==> src/rtl/apb_multi_pkg.sv <==
// Shared types and helpers for the APB4 multi-slave requester.
// State encoding, slave-index width function and default widths.
package apb_multi_pkg;

    localparam int unsigned DefaultAw      = 32;
    localparam int unsigned DefaultDw      = 32;
    localparam int unsigned DefaultNumSlv  = 2;
    localparam int unsigned DefaultSelLsb  = 3;
    localparam int unsigned DefaultTimeout = 255;

    typedef enum logic [1:0] {
        StIdle,
        StSetup,
        StAccess,
        StDecErr
    } state_e;

    // A single slave still needs a one-bit index field.
    function automatic int unsigned calc_iw(input int unsigned n);
        return (n <= 1) ? 1 : $clog2(n);
    endfunction

endpackage

==> src/rtl/apb_slave_decode.sv <==
// Combinational slave decoder: extracts the slave index from the address,
// produces the one-hot select and flags whether the index maps to a slave.
module apb_slave_decode
    import apb_multi_pkg::*;
#(
    parameter int unsigned AW      = DefaultAw,
    parameter int unsigned NUM_SLV = DefaultNumSlv,
    parameter int unsigned SEL_LSB = DefaultSelLsb,
    parameter int unsigned IW      = calc_iw(NUM_SLV)
) (
    input  logic [AW-1:0]      addr,
    output logic [IW-1:0]      idx,
    output logic [NUM_SLV-1:0] sel,
    output logic               in_range
);

    // Only the index field matters; the rest of the address is routed elsewhere.
    logic unused_addr;
    assign unused_addr = ^addr;

    always_comb begin
        idx      = addr[SEL_LSB +: IW];
        in_range = (32'(idx) < NUM_SLV);
        sel      = '0;
        for (int unsigned i = 0; i < NUM_SLV; i++) begin
            sel[i] = in_range && (32'(idx) == i);
        end
    end

endmodule

==> src/rtl/apb_multi_master.sv <==
// APB4 requester: valid/ready request port to SETUP/ACCESS transfers on NUM_SLV slaves.
// Optional ACCESS wait timeout is enabled by defining APB_TIMEOUT_EN.
module apb_multi_master
    import apb_multi_pkg::*;
#(
    parameter int unsigned AW          = DefaultAw,
    parameter int unsigned DW          = DefaultDw,
    parameter int unsigned NUM_SLV     = DefaultNumSlv,
    parameter int unsigned SEL_LSB     = DefaultSelLsb,
    parameter int unsigned TIMEOUT_CYC = DefaultTimeout
) (
    input  logic                  PCLK,
    input  logic                  PRESET,
    input  logic                  req_valid,
    output logic                  req_ready,
    input  logic                  req_write,
    input  logic [AW-1:0]         req_addr,
    input  logic [DW-1:0]         req_wdata,
    input  logic [DW/8-1:0]       req_strb,
    output logic                  rsp_valid,
    output logic [DW-1:0]         rsp_rdata,
    output logic                  rsp_err,
    output logic [AW-1:0]         PADDR,
    output logic [NUM_SLV-1:0]    PSEL,
    output logic                  PENABLE,
    output logic                  PWRITE,
    output logic [DW-1:0]         PWDATA,
    output logic [DW/8-1:0]       PSTRB,
    input  logic [NUM_SLV*DW-1:0] PRDATA,
    input  logic [NUM_SLV-1:0]    PREADY,
    input  logic [NUM_SLV-1:0]    PSLVERR
);

    localparam int unsigned IW = calc_iw(NUM_SLV);
    localparam int unsigned SW = DW / 8;

    state_e state_q, state_d;
    logic [IW-1:0] idx_q, idx_d;

    logic [AW-1:0]      paddr_d;
    logic [NUM_SLV-1:0] psel_d;
    logic               penable_d;
    logic               pwrite_d;
    logic [DW-1:0]      pwdata_d;
    logic [SW-1:0]      pstrb_d;
    logic               rsp_valid_d;
    logic [DW-1:0]      rsp_rdata_d;
    logic               rsp_err_d;

    logic [IW-1:0]      dec_idx;
    logic [NUM_SLV-1:0] dec_sel;
    logic               dec_in_range;

    logic          sel_ready;
    logic          sel_err;
    logic [DW-1:0] sel_rdata;
    logic          timeout;

    apb_slave_decode #(
        .AW      (AW),
        .NUM_SLV (NUM_SLV),
        .SEL_LSB (SEL_LSB),
        .IW      (IW)
    ) u_decode (
        .addr     (req_addr),
        .idx      (dec_idx),
        .sel      (dec_sel),
        .in_range (dec_in_range)
    );

    assign req_ready = (state_q == StIdle);

    // Responses of unselected slaves never reach the datapath.
    always_comb begin
        sel_ready = 1'b0;
        sel_err   = 1'b0;
        sel_rdata = '0;
        for (int unsigned i = 0; i < NUM_SLV; i++) begin
            if (32'(idx_q) == i) begin
                sel_ready = PREADY[i];
                sel_err   = PSLVERR[i];
                sel_rdata = PRDATA[i*DW +: DW];
            end
        end
    end

`ifdef APB_TIMEOUT_EN
    localparam int unsigned CntW = ($clog2(TIMEOUT_CYC + 1) > 8) ? $clog2(TIMEOUT_CYC + 1) : 8;

    logic [CntW-1:0] wait_cnt_q;

    always_ff @(posedge PCLK) begin
        if (PRESET) begin
            wait_cnt_q <= '0;
        end else if (state_q == StSetup) begin
            wait_cnt_q <= '0;
        end else if (state_q == StAccess && !sel_ready) begin
            wait_cnt_q <= wait_cnt_q + 1'b1;
        end
    end

    // Fires on the wait cycle that brings the counter up to TIMEOUT_CYC.
    assign timeout = (state_q == StAccess) && !sel_ready &&
                     ((wait_cnt_q + 1'b1) == CntW'(TIMEOUT_CYC));
`else
    logic unused_timeout_cfg;
    assign unused_timeout_cfg = ^32'(TIMEOUT_CYC);
    assign timeout = 1'b0;
`endif

    always_ff @(posedge PCLK) begin
        if (PRESET) begin
            state_q   <= StIdle;
            idx_q     <= '0;
            PADDR     <= '0;
            PSEL      <= '0;
            PENABLE   <= 1'b0;
            PWRITE    <= 1'b0;
            PWDATA    <= '0;
            PSTRB     <= '0;
            rsp_valid <= 1'b0;
            rsp_rdata <= '0;
            rsp_err   <= 1'b0;
        end else begin
            state_q   <= state_d;
            idx_q     <= idx_d;
            PADDR     <= paddr_d;
            PSEL      <= psel_d;
            PENABLE   <= penable_d;
            PWRITE    <= pwrite_d;
            PWDATA    <= pwdata_d;
            PSTRB     <= pstrb_d;
            rsp_valid <= rsp_valid_d;
            rsp_rdata <= rsp_rdata_d;
            rsp_err   <= rsp_err_d;
        end
    end

    always_comb begin
        state_d = state_q;
        unique case (state_q)
            StIdle: begin
                if (req_valid) begin
                    state_d = dec_in_range ? StSetup : StDecErr;
                end
            end
            StSetup:  state_d = StAccess;
            StAccess: begin
                if (sel_ready || timeout) begin
                    state_d = StIdle;
                end
            end
            StDecErr: state_d = StIdle;
            default:  state_d = StIdle;
        endcase
    end

    always_comb begin
        idx_d       = idx_q;
        paddr_d     = PADDR;
        psel_d      = PSEL;
        penable_d   = PENABLE;
        pwrite_d    = PWRITE;
        pwdata_d    = PWDATA;
        pstrb_d     = PSTRB;
        rsp_valid_d = 1'b0;
        rsp_rdata_d = rsp_rdata;
        rsp_err_d   = rsp_err;
        unique case (state_q)
            StIdle: begin
                if (req_valid && dec_in_range) begin
                    idx_d    = dec_idx;
                    psel_d   = dec_sel;
                    paddr_d  = req_addr;
                    pwrite_d = req_write;
                    pstrb_d  = req_write ? req_strb : '0;
                    if (req_write) begin
                        pwdata_d = req_wdata;
                    end
                end
            end
            StSetup: penable_d = 1'b1;
            StAccess: begin
                if (sel_ready || timeout) begin
                    psel_d      = '0;
                    penable_d   = 1'b0;
                    rsp_valid_d = 1'b1;
                    rsp_err_d   = sel_ready ? sel_err : 1'b1;
                    rsp_rdata_d = (sel_ready && !PWRITE) ? sel_rdata : '0;
                end
            end
            StDecErr: begin
                rsp_valid_d = 1'b1;
                rsp_err_d   = 1'b1;
                rsp_rdata_d = '0;
            end
            default: ;
        endcase
    end

endmodule

==> config.mk <==
export PLATFORM = sky130hd
export DESIGN_NAME = apb_multi_master
export DESIGN_NICKNAME = d
export VERILOG_FILES = /design/src/rtl/apb_multi_pkg.sv /design/src/rtl/apb_slave_decode.sv /design/src/rtl/apb_multi_master.sv
export SDC_FILE = /design/constraint.sdc
export NUM_CORES = 1
export LEC_CHECK = 0
export ABC_AREA = 1
export CORE_UTILIZATION = 36
export DETAILED_ROUTE_END_ITERATION = 10
export GPL_ROUTABILITY_DRIVEN = 0
export PLACE_DENSITY = 0.76
export SLEW_MARGIN = 30
export SYNTH_ARGS = -nofsm -noshare
export SYNTH_HDL_FRONTEND = slang
export SYNTH_SLANG_ARGS = --single-unit
==> constraint.sdc <==
create_clock -name PCLK -period 1.4 [get_ports PCLK]
set_input_delay 0.42 -clock PCLK [delete_from_list [all_inputs] [get_ports PCLK]]
set_output_delay 0.42 -clock PCLK [all_outputs]
set_load 0.02 [all_outputs]
### Word-level counts from Yosys, hierarchy flattened

Index checks and enable logic that the tools add are counted.
W data, S select, Z words.

* output and inout port bits: 107
* register bits after elaboration: 109
* word-level logic and storage cells: 47
* bits of input ports: 140

* mux-type cells: 18
* reduce and logical (&&, ||, !) cells: 12
* equal/unequal tests: 5
* bitwise gates (word level): 1

Operators with widths (count)
* $mux W32: 3
* $pmux W32 S2: 1
* $pmux W2 S4: 1
* $reduce_and A2 Y1: 4
* $mux W2: 3
* $pmux W1 S2: 3
* $reduce_and A3 Y1: 2
* $reduce_bool A2 Y1: 3
* $mux W1: 5
* $eq A2 B2 Y1 const B: 2
* $mux W4: 1
* $ne A2 B2 Y1 const B: 2
* $pmux W2 S2: 1
* $eq A2 B1 Y1 const B: 1
* $logic_not A2 Y1: 1
* $logic_and A1 B1 Y1: 1
* $logic_not A1 Y1: 1
* $not A1 Y1: 1

### Longest topological paths before layout

Gate-level depths: netlist (run 1).

* depth in word-level cells: 5
* mapped depth: 8
* depth with buffers taken out: 7

### By module

A second synthesis (run 1) with hierarchy kept.

* cell total of the unflattened synthesis: 742
* area, all modules: 4924.7 µm²

Modules (own cells, without submodules)
* apb_multi_master: sequential area each 2182.1 µm², instances 1, area each 4894.7 µm², cells each 737
* apb_slave_decode: sequential area each 0.0 µm², instances 1, area each 30.0 µm², cells each 5

### Worst setup path before layout (run 1)

Ideal clock, no wire load.

* path kind: input-to-reg
* start point: input PRESET
* end point: register PWDATA[11]
* arrival: 1.196 ns
* stages on the path: 6
* buffers on the path: 3
* slack: 0.093 ns
* required time: 1.289 ns
* setup time: 0.111 ns
* path through: buf_2 > clkinv_1 > buf_2 > buf_2 > nand2_1 > nor2_1

RTL lines
* from (decl): line apb_multi_master.sv:13 `input logic PRESET,`
* to (signal assigned): line apb_multi_master.sv:131 `PWDATA <= pwdata_d;`
* to (decl): line apb_multi_master.sv:27 `output logic [DW-1:0] PWDATA,`

### Worst setup path in the final report (run 1)

* start point: register state_q[1]
* end point: output req_ready

* cells in the longest elaborated chain, start to end: 1

RTL lines
* from (decl): line apb_multi_master.sv:37 `state_e state_q, state_d;`
* from (signal assigned): line apb_multi_master.sv:113 `state_q <= StIdle;`
* from (signal assigned): line apb_multi_master.sv:125 `state_q <= state_d;`
* $logic_not A2 Y1: line apb_multi_master.sv:71 `assign req_ready = (state_q == StIdle);`
* to (decl): line apb_multi_master.sv:15 `output logic req_ready,`

No other way between the ends.

==> results_dict.tcl, run 1 <==
set metrics [dict create \
    stdcell_count 1178 \
    vias 5186 \
    path_max_fanout 2 \
    finalWirelength_um 14300 \
    clk_pin_slew_ns 0.07 \
    clk_path_buf_depth 2 \
    worstMarginPinSlew_ns 0.311 \
    setup_slack_ns 0.0141 \
    synth_area_per_cell_um2 6.46 \
    reg2reg_slack_ns 0.07 \
    violations "DRC" \
    drive_above_1_share_pct 16.3 \
    dpl.hpwl_um 10300 \
    timing.rr.start "state_q[1]" \
    syn_nets 891 \
    synth_fa_ha_area_share_pct 0 \
    worstReg2RegEnd "PWDATA[28]" \
    finalHoldViolations 0 \
    status "finished with violations" \
    io_buffers 246 \
    viasPerCell 4.40 \
    grt_pass1_vias 4696 \
    synth_xor_area_share_pct 0 \
    p_total_w 0.00797 \
    setup.worst_path.end_class "output pin" \
    arrival_ns 0.97 \
    hold_start "PENABLE" \
    num_io_pins 247 \
    core_mm2 0.0132 \
    netlist_instances 751 \
    design_area_mm2 0.00776 \
    place_area_mm2 0.00763 \
    grt-ovfl-total 0 \
    fin_skew_ns 0.00656 \
    grt_use_total_pct 20.3 \
    synth_top_family_by_area "simple AND/OR/NAND/NOR gates" \
    htree_levels 3 \
    rows 42 \
    dr.pass1.iters 7 \
    preCtsSetupSlack_ns -0.347 \
    vdd_ir_drop_max_mv 0.509 \
    slowest_delay_ns 0.34 \
    fmax_ghz 0.722 \
    die_x_um 118 \
    setup_violations 0 \
    drc 1 \
    pwr_density_cell_mw_per_mm2 1030 \
    critical_path_class "flop to output pin" \
    cts_tree "yes" \
    dp.cells 1158 \
    critPathRequiredTime_ns 0.98 \
    final_util_pct 58.9 \
    syn_area_mm2 0.00485 \
    drt_iter0_drc 278 \
    synthMuxAreaShare_pct 0 \
    hold_depth 2 \
    synth_compound_area_share_pct 7.63 \
    grt_max_degree 65 \
    rsz0062_at_grt "true" \
    drv_cap 0 \
    numCtsBuffers 9 \
    ys_warn_count 0 \
    ant_nets 0 \
    reg2regPathDepth 8 \
    die-area_mm2 0.0139 \
    cp_slowest_cell "dfxtp_2" \
    grt_pass1_wl_um 22700 \
    period_share_pct 99.0 \
    syn2layout_area_growth_pct 60.1 \
    period_needed_ns 1.39 \
    slew_headroom_pct 79.2 \
    crit_path_cell_trace "nor2_4 -> buf_4" \
    ys_seq_area_share_pct 44.6 \
    clock-root-buffer "clkbuf_16" \
    wl_per_cell_um 12.1 \
    antenna_found_initial 0 \
    initial_core_util_pct 36.8 \
    clock-sinks 108 \
    num-nets-final 1137 \
    synth-seq-cells 108 \
    p_leak_nw 3.89 \
    die_h_um 118 \
    hold_end "PENABLE" \
    setup.worst_path.start_class "flop" \
    insertedDiodeCount 0 \
    synthSimpleGateAreaFrac_pct 32.5 \
    clk_latency_ns 0.34 \
    hold_path_class "flop to flop" \
    final-max-slew-violation-count 0 \
    netlist-cell-type-count 18 \
]
[Yosys cell counts (all sizes together)]
cell / n / area share (%)
a21oi: 11 / 1.1
buf: 29 / 3.5
clkbuf: 15 / 1.2
clkinv: 2 / 0.15
dfxtp: 108 / 45
inv: 135 / 10
nand2: 220 / 17
nand3: 2 / 0.21
nand3b: 1 / 0.15
nand4: 33 / 4.3
nor2: 132 / 11
o21ai: 63 / 6.5
[layer usage]
metal	part of all wire, %	track usage (%)	vias up
li1	-	-	2730
met1	44	24.8	2283
met2	49	34.8	151
met3	4.8	3.68	22
met4	2.1	8.65	0
met5	0	0	-
[critical path: cells and delay by family (launching register included)]
| kind | cells | cell delay [ns] |
|---|---|---|
| DFF | 1 | 0.34 |
| and+or+nand+nor | 1 | 0.13 |
| buffers and inverters | 1 | 0.16 |
[cell usage in the layout, fill, tap and decap left out, types with 2 or more instances in the layout]
cell,n
nand3_1,2
buf_2,56
a21oi_1,11
clkdlybuf4s15_2,46
nand2_1,219
buf_4,23
bufinv_16,2
clkinv_2,3
nand4_1,33
dlymetal6s2s_1,2
buf_12,9
clkbuf_16,9
nor2_1,130
dfxtp_1,106
clkbuf_2,3
inv_1,134
o21ai_0,63
buf_6,2
dfxtp_2,2
clkdlybuf4s50_1,137
[sequential cells by signal (all words and copies together), names as in the netlist]
name / flops
PWRITE: 1
PSTRB: 4
PWDATA: 32
state_q: 2
rsp_valid: 1
rsp_err: 1
PENABLE: 1
PSEL: 2
rsp_rdata: 32
PADDR: 32
[final cells by class]
type,count,area [µm²]
well taps,176,220
multi-input cells,463,1960
inverters,137,517
fillers,1290,5430
flip-flops and latches,108,2160
repair buffers,278,2580
clock buffers,9,225
clock inverters,7,91.3
[metrics by stage]
step	hold WS [ns]	TNS (ns)
4_1_cts	0.471	0
6_report	0.465	0
3_5_place_dp	0.459	-28.92
5_1_grt	0.488	-0.00975
2_1_floorplan	0.498	0
3_3_place_gp	0.448	-26.65
[repair_timing]
action                                  in CTS  in global routing
pin swaps                                    0                  2
resized for setup                          324                 60
buffers inserted                             0                  3
hold buffers                                 0                  0
gates cloned                                 0                  1
endpoints found under the setup margin     106                101
[logic make-up after synthesis]
logic type,Yosys count
flip-flops,108
AND/OR/NAND/NOR,388
AO/OA/AOI/OAI,74
buffers and inverters,181
[report_power, final]
| part | leakage [nW] | internal, W | switching (W) | total, W |
|---|---|---|---|---|
| Sequential | 0.886 | 0.00327 | 0.000103 | 0.00338 |
| Combinational | 2.85 | 0.000906 | 0.000981 | 0.00189 |
| Clock | 0.155 | 0.00156 | 0.00115 | 0.00271 |
| Total | 3.89 | 0.00574 | 0.00223 | 0.00797 |
[worst max-delay path by stage]
stage	start	end	slack, ns	depth (start not counted)
2_1_floorplan	PRESET	PWDATA[11]	0.09	6
3_3_place_gp	req_valid	PWDATA[17]	-0.33	7
3_5_place_dp	req_valid	PWDATA[29]	-0.35	8
4_1_cts	PWDATA[25]	PWDATA[25]	0.0002	1
5_1_grt	state_q[1]	req_ready	-0.007	2
6_report	state_q[1]	req_ready	0.01	2
(Power assumes the default switching activity.)
==> run 2: changes to the inputs <==
Settings changed: TNS_END_PERCENT from default to 100.
==> results of run 2 <==
Same layout as run 1: the final DEF is identical, and so are final timing and power.
==> run 3: changes to the inputs <==
Settings changed: CTS_CLUSTER_SIZE from default to 16.
==> results of run 3 <==
Same layout as run 1: the final DEF is identical, and so are final timing and power.
